**src/rtl/dmem_arbiter.sv**
```systemverilog
// Round-robin, burst-bounded arbiter sharing one data memory port between
// the processor path (port 0) and a DMA/debug master (port 1).
module dmem_arbiter #(
  parameter int unsigned AW        = 32,
  parameter int unsigned DW        = 32,
  parameter int unsigned MAX_BURST = 4
) (
  input  logic          clk,
  input  logic          reset,
  input  logic          req0,
  input  logic          we0,
  input  logic [AW-1:0] addr0,
  input  logic [DW-1:0] wdata0,
  output logic          gnt0,
  output logic          rvalid0,
  output logic [DW-1:0] rdata0,
  input  logic          req1,
  input  logic          we1,
  input  logic [AW-1:0] addr1,
  input  logic [DW-1:0] wdata1,
  output logic          gnt1,
  output logic          rvalid1,
  output logic [DW-1:0] rdata1,
  output logic          mem_we,
  output logic [AW-1:0] mem_addr,
  output logic [DW-1:0] mem_wdata,
  input  logic [DW-1:0] mem_rdata
);

  localparam int unsigned BCW = $clog2(MAX_BURST + 1);
  localparam logic [BCW-1:0] BMAX = BCW'(MAX_BURST);

  logic           last_q, last_d;
  logic [BCW-1:0] bcnt_q, bcnt_d;
  logic           rvalid0_q, rvalid0_d, rvalid1_q, rvalid1_d;
  logic [DW-1:0]  rdata0_q, rdata0_d, rdata1_q, rdata1_d;

  // Grant: a burst in progress (1..MAX_BURST-1) keeps the last port,
  // otherwise a tie alternates away from the last granted port.
  always_comb begin
    gnt0 = 1'b0;
    gnt1 = 1'b0;
    if (reset) begin
      if (req0 && req1) begin
        if ((bcnt_q != '0) && (bcnt_q < BMAX)) begin
          gnt0 = ~last_q;
          gnt1 = last_q;
        end else begin
          gnt0 = last_q;
          gnt1 = ~last_q;
        end
      end else begin
        gnt0 = req0;
        gnt1 = req1;
      end
    end
  end

  always_comb begin
    mem_addr  = gnt1 ? addr1 : addr0;
    mem_wdata = gnt1 ? wdata1 : wdata0;
    mem_we    = (gnt0 & we0) | (gnt1 & we1);
  end

  // Next state: burst bookkeeping and per-port read capture.
  always_comb begin
    last_d    = last_q;
    bcnt_d    = '0;
    rvalid0_d = 1'b0;
    rvalid1_d = 1'b0;
    rdata0_d  = rdata0_q;
    rdata1_d  = rdata1_q;
    if (gnt0 || gnt1) begin
      last_d = gnt1;
      if (last_q == gnt1) begin
        bcnt_d = (bcnt_q < BMAX) ? bcnt_q + BCW'(1) : BMAX;
      end else begin
        bcnt_d = BCW'(1);
      end
      if (gnt0 && !we0) begin
        rvalid0_d = 1'b1;
        rdata0_d  = mem_rdata;
      end
      if (gnt1 && !we1) begin
        rvalid1_d = 1'b1;
        rdata1_d  = mem_rdata;
      end
    end
  end

  always_ff @(posedge clk or negedge reset) begin
    if (!reset) begin
      last_q    <= 1'b1;
      bcnt_q    <= '0;
      rvalid0_q <= 1'b0;
      rvalid1_q <= 1'b0;
      rdata0_q  <= '0;
      rdata1_q  <= '0;
    end else begin
      last_q    <= last_d;
      bcnt_q    <= bcnt_d;
      rvalid0_q <= rvalid0_d;
      rvalid1_q <= rvalid1_d;
      rdata0_q  <= rdata0_d;
      rdata1_q  <= rdata1_d;
    end
  end

  assign rvalid0 = rvalid0_q;
  assign rvalid1 = rvalid1_q;
  assign rdata0  = rdata0_q;
  assign rdata1  = rdata1_q;

endmodule

```
**config.mk**
```make
export PLATFORM = sky130hd
export DESIGN_NAME = dmem_arbiter
export DESIGN_NICKNAME = d
export VERILOG_FILES = /design/src/rtl/dmem_arbiter.sv
export SDC_FILE = /design/constraint.sdc
export NUM_CORES = 1
export LEC_CHECK = 0
export ABC_AREA = 1
export ABC_CLOCK_PERIOD_IN_PS = 2100
export BUFFER_PORTS_ARGS = -buffer_cell sky130_fd_sc_hd__clkbuf_2
export CORE_AREA = 2 2 117 119
export CTS_BUF_LIST = sky130_fd_sc_hd__clkbuf_4 sky130_fd_sc_hd__clkbuf_8 sky130_fd_sc_hd__clkbuf_16
export DETAILED_ROUTE_END_ITERATION = 10
export DIE_AREA = 0 0 119 121
export PLACE_DENSITY = 0.73
export SETUP_SLACK_MARGIN = 0.2
export SLEW_MARGIN = 40
export SYNTH_ARGS = -nofsm -noshare
export SYNTH_HDL_FRONTEND = slang
export SYNTH_SLANG_ARGS = --single-unit
```
**constraint.sdc**
```tcl
create_clock -name clk -period 2.1 [get_ports clk]
set_input_delay 0.63 -clock clk [delete_from_list [all_inputs] [get_ports clk]]
set_output_delay 0.63 -clock clk [all_outputs]
set_load 0.01 [all_outputs]
```
# --- After elaboration in Yosys (flattened, before gate mapping) ---
# Index checks and enable logic that the tools add are counted.
totals:
  regBits: 70
  in_bits: 166
op_classes:
  muxes: 15
  n_addsub: 1
  n_eq_ne: 1
  order_cmp: 1
  reduce_logical: 10
  bitwise_logic: 4
ops:
  columns: ["cell", "n"]
  rows:
  - ["32-bit 2-to-1 mux", 2]
  - ["1-bit 2-to-1 mux", 10]
  - ["3-bit 2-to-1 mux", 3]
  - ["1-bit logical AND", 4]
  - ["2-bit AND reduction", 2]
  - ["3-bit by 1-bit adder with 3-bit output, second input constant", 1]
  - ["3-bit < comparator, second input constant", 1]
  - ["3-bit nonzero test", 1]
  - ["1-bit bitwise AND", 2]
  - ["1-bit logical NOT", 2]
  - ["1-bit equality test", 1]
  - ["1-bit logical OR", 1]
  - ["1-bit inverter", 1]
  - ["1-bit bitwise OR", 1]

# --- Depth between registers and ports, before layout ---
# Gate-level depths: netlist (run 1).
logic_depth:
  ltp_word: 8
  mapped_depth: 12

# --- Worst setup path before layout (run 1) ---
# Ideal clock, no wire load.
synth_timing:
  path_type: "reg2out"
  start: "register bcnt_q[0]"
  end: "output mem_addr[10]"
  stages_incl_launch_ff: 12
  slack_ns: 0.031
  arrival_time_ns: 1.439
  path_buffers: 2
  path_cell_list: "dfrtp_1 -> inv_1 -> ha_1 -> nor2_1 -> nand2_1 -> nand3_2 -> nand2_2 -> inv_1 -> buf_4 -> buf_2 -> nand2_1 -> nand2_1"
synth_between:
  elab_chain_len: 6
synth_lines:
  columns: ["element", "line_no", "rtl"]
  rows:
  - ["from (decl)", "34", "logic [BCW-1:0] bcnt_q, bcnt_d;"]
  - ["from (signal assigned)", "101", "bcnt_q <= bcnt_d;"]
  - ["3-bit < comparator or 3-bit nonzero test (tied branches)", "45", "if ((bcnt_q != '0) && (bcnt_q < BMAX)) begin"]
  - ["1-bit logical AND *", "45", null]
  - ["1-bit 2-to-1 mux *", "45", null]
  - ["1-bit 2-to-1 mux *", "44", "if (req0 && req1) begin"]
  - ["1-bit 2-to-1 mux *", "43", "if (reset) begin"]
  - ["32-bit 2-to-1 mux *", "60", "mem_addr = gnt1 ? addr1 : addr0;"]
  - ["to (decl)", "25", "output logic [AW-1:0] mem_addr,"]
# Every way passes the cells marked *; elsewhere a longest branch is shown, timed or not.

# --- Worst setup path after layout (run 1) ---
layout_timing:
  start: "register bcnt_q[0]"
  end: "output mem_addr[2]"
# The elaborated chain is that of the path after synthesis.

==> results of run 1 <==
worst max path at each step:
stage	start	endpoint	slack (ns)	depth (start not counted)
after global routing	bcnt_q[0]$_DFF_PN0_	mem_addr[2]	-0.54	12
after global placement	req1	mem_wdata[30]	-0.15	10
final	bcnt_q[0]$_DFF_PN0_	mem_addr[2]	-0.46	11
after detailed placement	req1	mem_addr[31]	-0.17	10
after floorplan	bcnt_q[0]$_DFF_PN0_	mem_wdata[18]	0.07	11
after CTS	bcnt_q[0]$_DFF_PN0_	mem_wdata[21]	-0.47	11
per-stage QoR:
stage / power (µW) / setup TNS (ns) / cells / hold slack, ns
global placement: 3230 / -7.91 / 987 / 0.455
detailed placement: 3270 / -9.02 / 987 / 0.459
CTS: 4950 / -35.48 / 1025 / 0.473
floorplan: 2500 / 0 / 526 / 0.334
global route: 5590 / -43.03 / 1047 / 0.492
finish: 5310 / -33.14 / 1047 / 0.475
power breakdown:
part	leakage, µW	internal [µW]	switching, µW
combinational	0.00321	928	1010
clock	0.000151	959	568
sequential	0.000877	1640	199
total	0.00424	3530	1780
kinds of logic after synthesis:
family / Yosys count / synth area share
flops: 70 / 0.481
simple gates: 379 / 0.402
fa+ha+maj: 2 / 0.00686
compound gates: 35 / 0.0491
buf+inv: 40 / 0.0608
critical path, delay by kind of cell, from the launching register on:
family                   cells  cell delay [ns]
flip-flops                   1             0.36
AO/OA/AOI/OAI                1             0.14
adder cells (fa/ha/maj)      1             0.17
AND/OR/NAND/NOR              4             0.35
buffers and inverters        5             0.56
registers in the layout, indices dropped and copies added, names as in the netlist:
signal / flops
rdata1: 32
rvalid1: 1
bcnt_q: 3
rvalid0: 1
rdata0: 32
last_q: 1
cell type report:
| type | instances | share of cell area |
|---|---|---|
| multi-input cells | 417 | 0.310 |
| clock buffers | 14 | 0.0413 |
| well taps | 176 | 0.0310 |
| repair buffers | 358 | 0.363 |
| flip-flops and latches | 70 | 0.246 |
| inverters | 10 | 0.00633 |
| clock inverters | 2 | 0.00176 |
timing repair:
action	CTS	global route
resized for setup	29	217
buffers inserted	15	9
pin swaps	8	31
endpoints found under the setup margin	100	131
cloned	7	13
per-layer routing:
layer | track usage | wire [µm]
met2 | 0.346 | 9120
met4 | 0.0573 | 527
met5 | 0 | 7
met3 | 0.0559 | 1220
met1 | 0.215 | 6110
placed cells by master (no fill, tap or decap), drive strengths merged:
cell	n
buf	96
clkbuf	276
clkinv	1
clkinvlp	1
dfrtp	69
dfstp	1
ha	2
inv	10
nand2	367
nand3	6
nor2	7
o21ai	35
==> flow_metrics.tcl, run 1 <==
set metrics [dict create \
    crit_slowest_cell "dfrtp_1" \
    synth_seq_cells 70 \
    syn-instance-count 526 \
    yosysSeqAreaShare 0.481 \
    hp-start "rdata0[8]$_DFFE_PN0P_" \
    powerDensity_nw_per_um2 747 \
    first_global_vias 4166 \
    crit_type "reg -> out" \
    period_needed_ns 2.56 \
    grt_max_degree 71 \
    clock-sinks 70 \
    htree_levels 3 \
    die_x_um 119 \
    worstPathRequired_ns 1.47 \
    start_util 0.279 \
    slew_violations 0 \
    fill_cells 1211 \
    dr_total_vias 4770 \
    ys_top_cells_by_area "dfrtp_1 (47%), nand2_1 (37%), o21ai_0 (4.7%)" \
    drv_cap 0 \
    ant_nets 0 \
    wl_mm 17.0 \
    utilization 0.544 \
    reg2reg_to "rdata0[15]$_DFFE_PN0P_" \
    cp-end-kind "primary output" \
    fmax_mhz 391 \
    synth_common_cells "nand2_1 (364), dfrtp_1 (69), o21ai_0 (34)" \
    setup_ws_ns -0.460 \
    hold_viol_final 0 \
    antennaDiodeCount 0 \
    synth_edf_count 0 \
    worst_pin_slew_ns 0.649 \
    drt_pass1_iterations 4 \
    clk_path_buf_depth 2 \
    period_share 1.22 \
    finalSetupViolCount 99 \
    seqCellArea_um2 1750 \
    multiInputGateArea_um2 2200 \
    max_stage_delay_ns 0.36 \
    num_rows 42 \
    drt_iter0_drc 176 \
    status "finished with violations" \
    synth_nets 694 \
    area.growth.synth_to_final_pct 95.2 \
    drive_gt1_frac 0.583 \
    die_area_um2 14400 \
    grt_antenna_before_repair 1 \
    yosysUniqueCellTypes 19 \
    avgSynthCellArea_um2 6.93 \
    async_flop_share 1.00 \
    ys.warnings.count 0 \
    post-synth-top-count-cell "nand2_1" \
    synthFlopType "dfrtp_1" \
    dieHeight_um 121 \
    rrSetupSlack_ns -0.17 \
    grt_remaining_overflow 0 \
    reg2reg_from "bcnt_q[0]$_DFF_PN0_" \
    synth_area_um2 3640 \
    clock_latency_ns 0.33 \
    core_area_um2 13100 \
    cts_hold_buffers 0 \
    hp-class "reg -> reg" \
    start_kind "flop" \
    holdPathEnd "rdata0[8]$_DFFE_PN0P_" \
    slew_headroom 0.567 \
    violations "negative setup slack" \
    nets 1034 \
    synth_top_area_cell "dfrtp_1" \
    place.gp.congestion 0.754 \
    critical_path.cell_chain "inv_2 -> ha_4 -> o21ai_4 -> nand3_2 -> nand2_4 -> inv_8 -> buf_12 -> clkbuf_16 -> nand2_2 -> nand2_1 -> buf_2" \
    root_buffer "clkbuf_16" \
    design_area_um2 7110 \
    numCtsBuffers 9 \
    critPathMaxFanout 8 \
    place_area_um2 5410 \
    place_hpwl_mm 9.56 \
    drc 0 \
    post_drt_wl_per_cell_um 16.2 \
    place_ws_ns -0.168 \
    fin_skew_ns 0.00350 \
    r2r_cells 19 \
    cts_tree "built" \
    p_leak_uw 0.00424 \
    synth_top_area_share 0.474 \
    arrival_ns 1.93 \
    rsz0062_at_grt "yes" \
    globalRouteTotalUtil 0.190 \
    cts.clk_slew.worst_paths_ns 0.06 \
    hold_depth 2 \
    grt_first_pass_wirelength_mm 21.5 \
    ios 299 \
    io_buffers 298 \
    viasPerCell 4.56 \
    worst_ir_drop_vdd_v 0.000666 \
]
(Power assumes the default switching activity.)
==> run 2, diff against run 1 <==
- ABC_CLOCK_PERIOD_IN_PS: 2100 -> 3200
- clock period: 2.1 -> 3.2 ns (I/O delays scaled with it)
==> run 2 against run 1 <==
  * Routed wire length down 18%
  * Final cell count down 3.9%
  * Count of clock-buffer cells in the layout down 4
  * Critical path type is now in -> out
  * The run now ends clean
  * Combinational power down 49%
  * Critical endpoint is now mem_wdata[2]
  * Clock power down 30%
  * Final area down 18%
==> flow_metrics.tcl, run 2 (synthesis gave the netlist of run 1 again) <==
set metrics [dict create \
    cpMostUsedCell "nand2_1" \
    clock-sinks 70 \
    viasPerCell 4.44 \
    utilization 0.448 \
    status "complete, no violations" \
    first_global_vias 4033 \
    drt_pass1_iterations 4 \
    worst_ir_drop_vdd_v 0.000378 \
    start_kind "input port" \
    antennaDiodeCount 0 \
    final_common_cell "nand2_1" \
    dieHeight_um 121 \
    nets 993 \
    p_leak_uw 0.00363 \
    root_buffer "clkbuf_16" \
    hp-class "reg -> reg" \
    finalSetupViolCount 0 \
    critical_path.cell_chain "clkbuf_2 -> nand2_2 -> inv_2 -> nand3_4 -> nand2_8 -> clkinv_8 -> clkbuf_16 -> nand2_1 -> nand2_1 -> buf_2" \
    fmax_mhz 342 \
    die_area_um2 14400 \
    final_cell_mix "nand2_1 (363), clkbuf_2 (295), dfrtp_1 (69)" \
    crit_type "in -> out" \
    ios 299 \
    grt_remaining_overflow 0 \
    clk_path_buf_depth 2 \
    post_drt_wl_per_cell_um 13.9 \
    drive_gt1_frac 0.420 \
    clock_latency_ns 0.33 \
    num_rows 42 \
    dp.cells 977 \
    cts_tree "built" \
    core_area_um2 13100 \
    dr_total_vias 4469 \
    hold_ws_ns 0.472 \
    slew_headroom 0.566 \
    start_util 0.279 \
    slew_violations 0 \
    io_buffers 298 \
    area.growth.synth_to_final_pct 60.7 \
    fin_skew_ns 0.00387 \
    globalRouteTotalUtil 0.176 \
    period_share 0.914 \
    hold_viol_final 0 \
    powerDensity_nw_per_um2 552 \
    grt_antenna_before_repair 1 \
    multiInputGateArea_um2 1710 \
    drt_iter0_drc 228 \
    wl_mm 14.0 \
    fill_cells 1347 \
    rsz0062_at_grt "no" \
    ant_nets 0 \
    arrival_ns 1.96 \
    htree_levels 3 \
    tns_ns 0 \
    cts.clk_slew.worst_paths_ns 0.05 \
    cts_hold_buffers 0 \
    max_stage_delay_ns 0.18 \
    seqCellArea_um2 1750 \
    grt_max_degree 71 \
    instances_no_fill 1006 \
    place.gp.congestion 0.766 \
    cp-end-kind "primary output" \
    drv_cap 0 \
    die_x_um 119 \
    worstPathRequired_ns 2.24 \
    numCtsBuffers 9 \
    crit_slowest_cell "clkbuf_16" \
    period_needed_ns 2.92 \
    critPathMaxFanout 8 \
    place_hpwl_mm 9.92 \
    worst_pin_slew_ns 0.649 \
    drc 0 \
    grt_first_pass_wirelength_mm 20.1 \
]
[run 2: changes by cell type in the layout (fill, tap and decap cells not counted), sizes merged]
cell / before / now
inv: 10 / 9
buf: 96 / 18
clkbuf: 276 / 310
bufinv: 0 / 2
clkinv: 1 / 3
clkinvlp: 1 / 2
nor2: 7 / 6
[run 2: worst paths after layout]
kind,startpoint,to,slack [ns],cells after the start
setup / recovery,req1,mem_wdata[2],0.28,10
hold / removal,rdata0[28]$_DFFE_PN0P_,rdata0[28]$_DFFE_PN0P_,0.47,2
setup reg to reg,bcnt_q[1]$_DFF_PN0_,rdata1[18]$_DFFE_PN0P_,1.02,11
hold reg to reg,rdata0[28]$_DFFE_PN0P_,rdata0[28]$_DFFE_PN0P_,0.47,2
max in group asynchronous,reset,rdata1[16]$_DFFE_PN0P_,1.98,2
min in group asynchronous,reset,rdata1[21]$_DFFE_PN0P_,0.75,2
[run 2: area by class of cell]
cell class | instances | area share
Clock buffer | 10 | 0.0408
Inverter | 10 | 0.00854
Timing Repair Buffer | 318 | 0.307
Multi-Input combinational cell | 416 | 0.293
Clock inverter | 6 | 0.0145
Tap cell | 176 | 0.0376
Sequential cell | 70 | 0.299
[run 2: power by group]
part	internal [µW]	total [µW]	leakage, µW	switching (µW)
Sequential	1080	1180	0.000877	106
Combinational	420	981	0.00260	561
Clock	700	1070	0.000154	366
[run 2: what timing repair did]
| item | CTS | global route |
|---|---|---|
| cloned | 0 | 6 |
| setup buffers | 0 | 6 |
| gates resized for setup | 0 | 19 |
| endpoints found under the setup margin | 7 | 58 |
| pin swaps | 0 | 6 |
[run 2: stage by stage]
step / power (µW) / setup WS [ns] / area [µm²]
2_1_floorplan: 1630 / 0.513 / 3640
6_report: 3230 / 0.277 / 5860
3_5_place_dp: 2110 / 0.200 / 5260
5_1_grt: 3440 / 0.192 / 5860
4_1_cts: 3200 / 0.173 / 5580
3_3_place_gp: 2090 / 0.243 / 5260
[run 2: routing by layer]
| layer | track usage | share of wire |
|---|---|---|
| met1 | 0.198 | 0.39 |
| met2 | 0.308 | 0.51 |
| met3 | 0.0677 | 0.083 |
| met4 | 0.0521 | 0.019 |
| met5 | 0 | 0.00093 |
[run 2: critical path, delay by kind of cell]
kind                   cells  cell delay (ns)
AND/OR/NAND/NOR            5             0.40
buffers and inverters      5             0.59
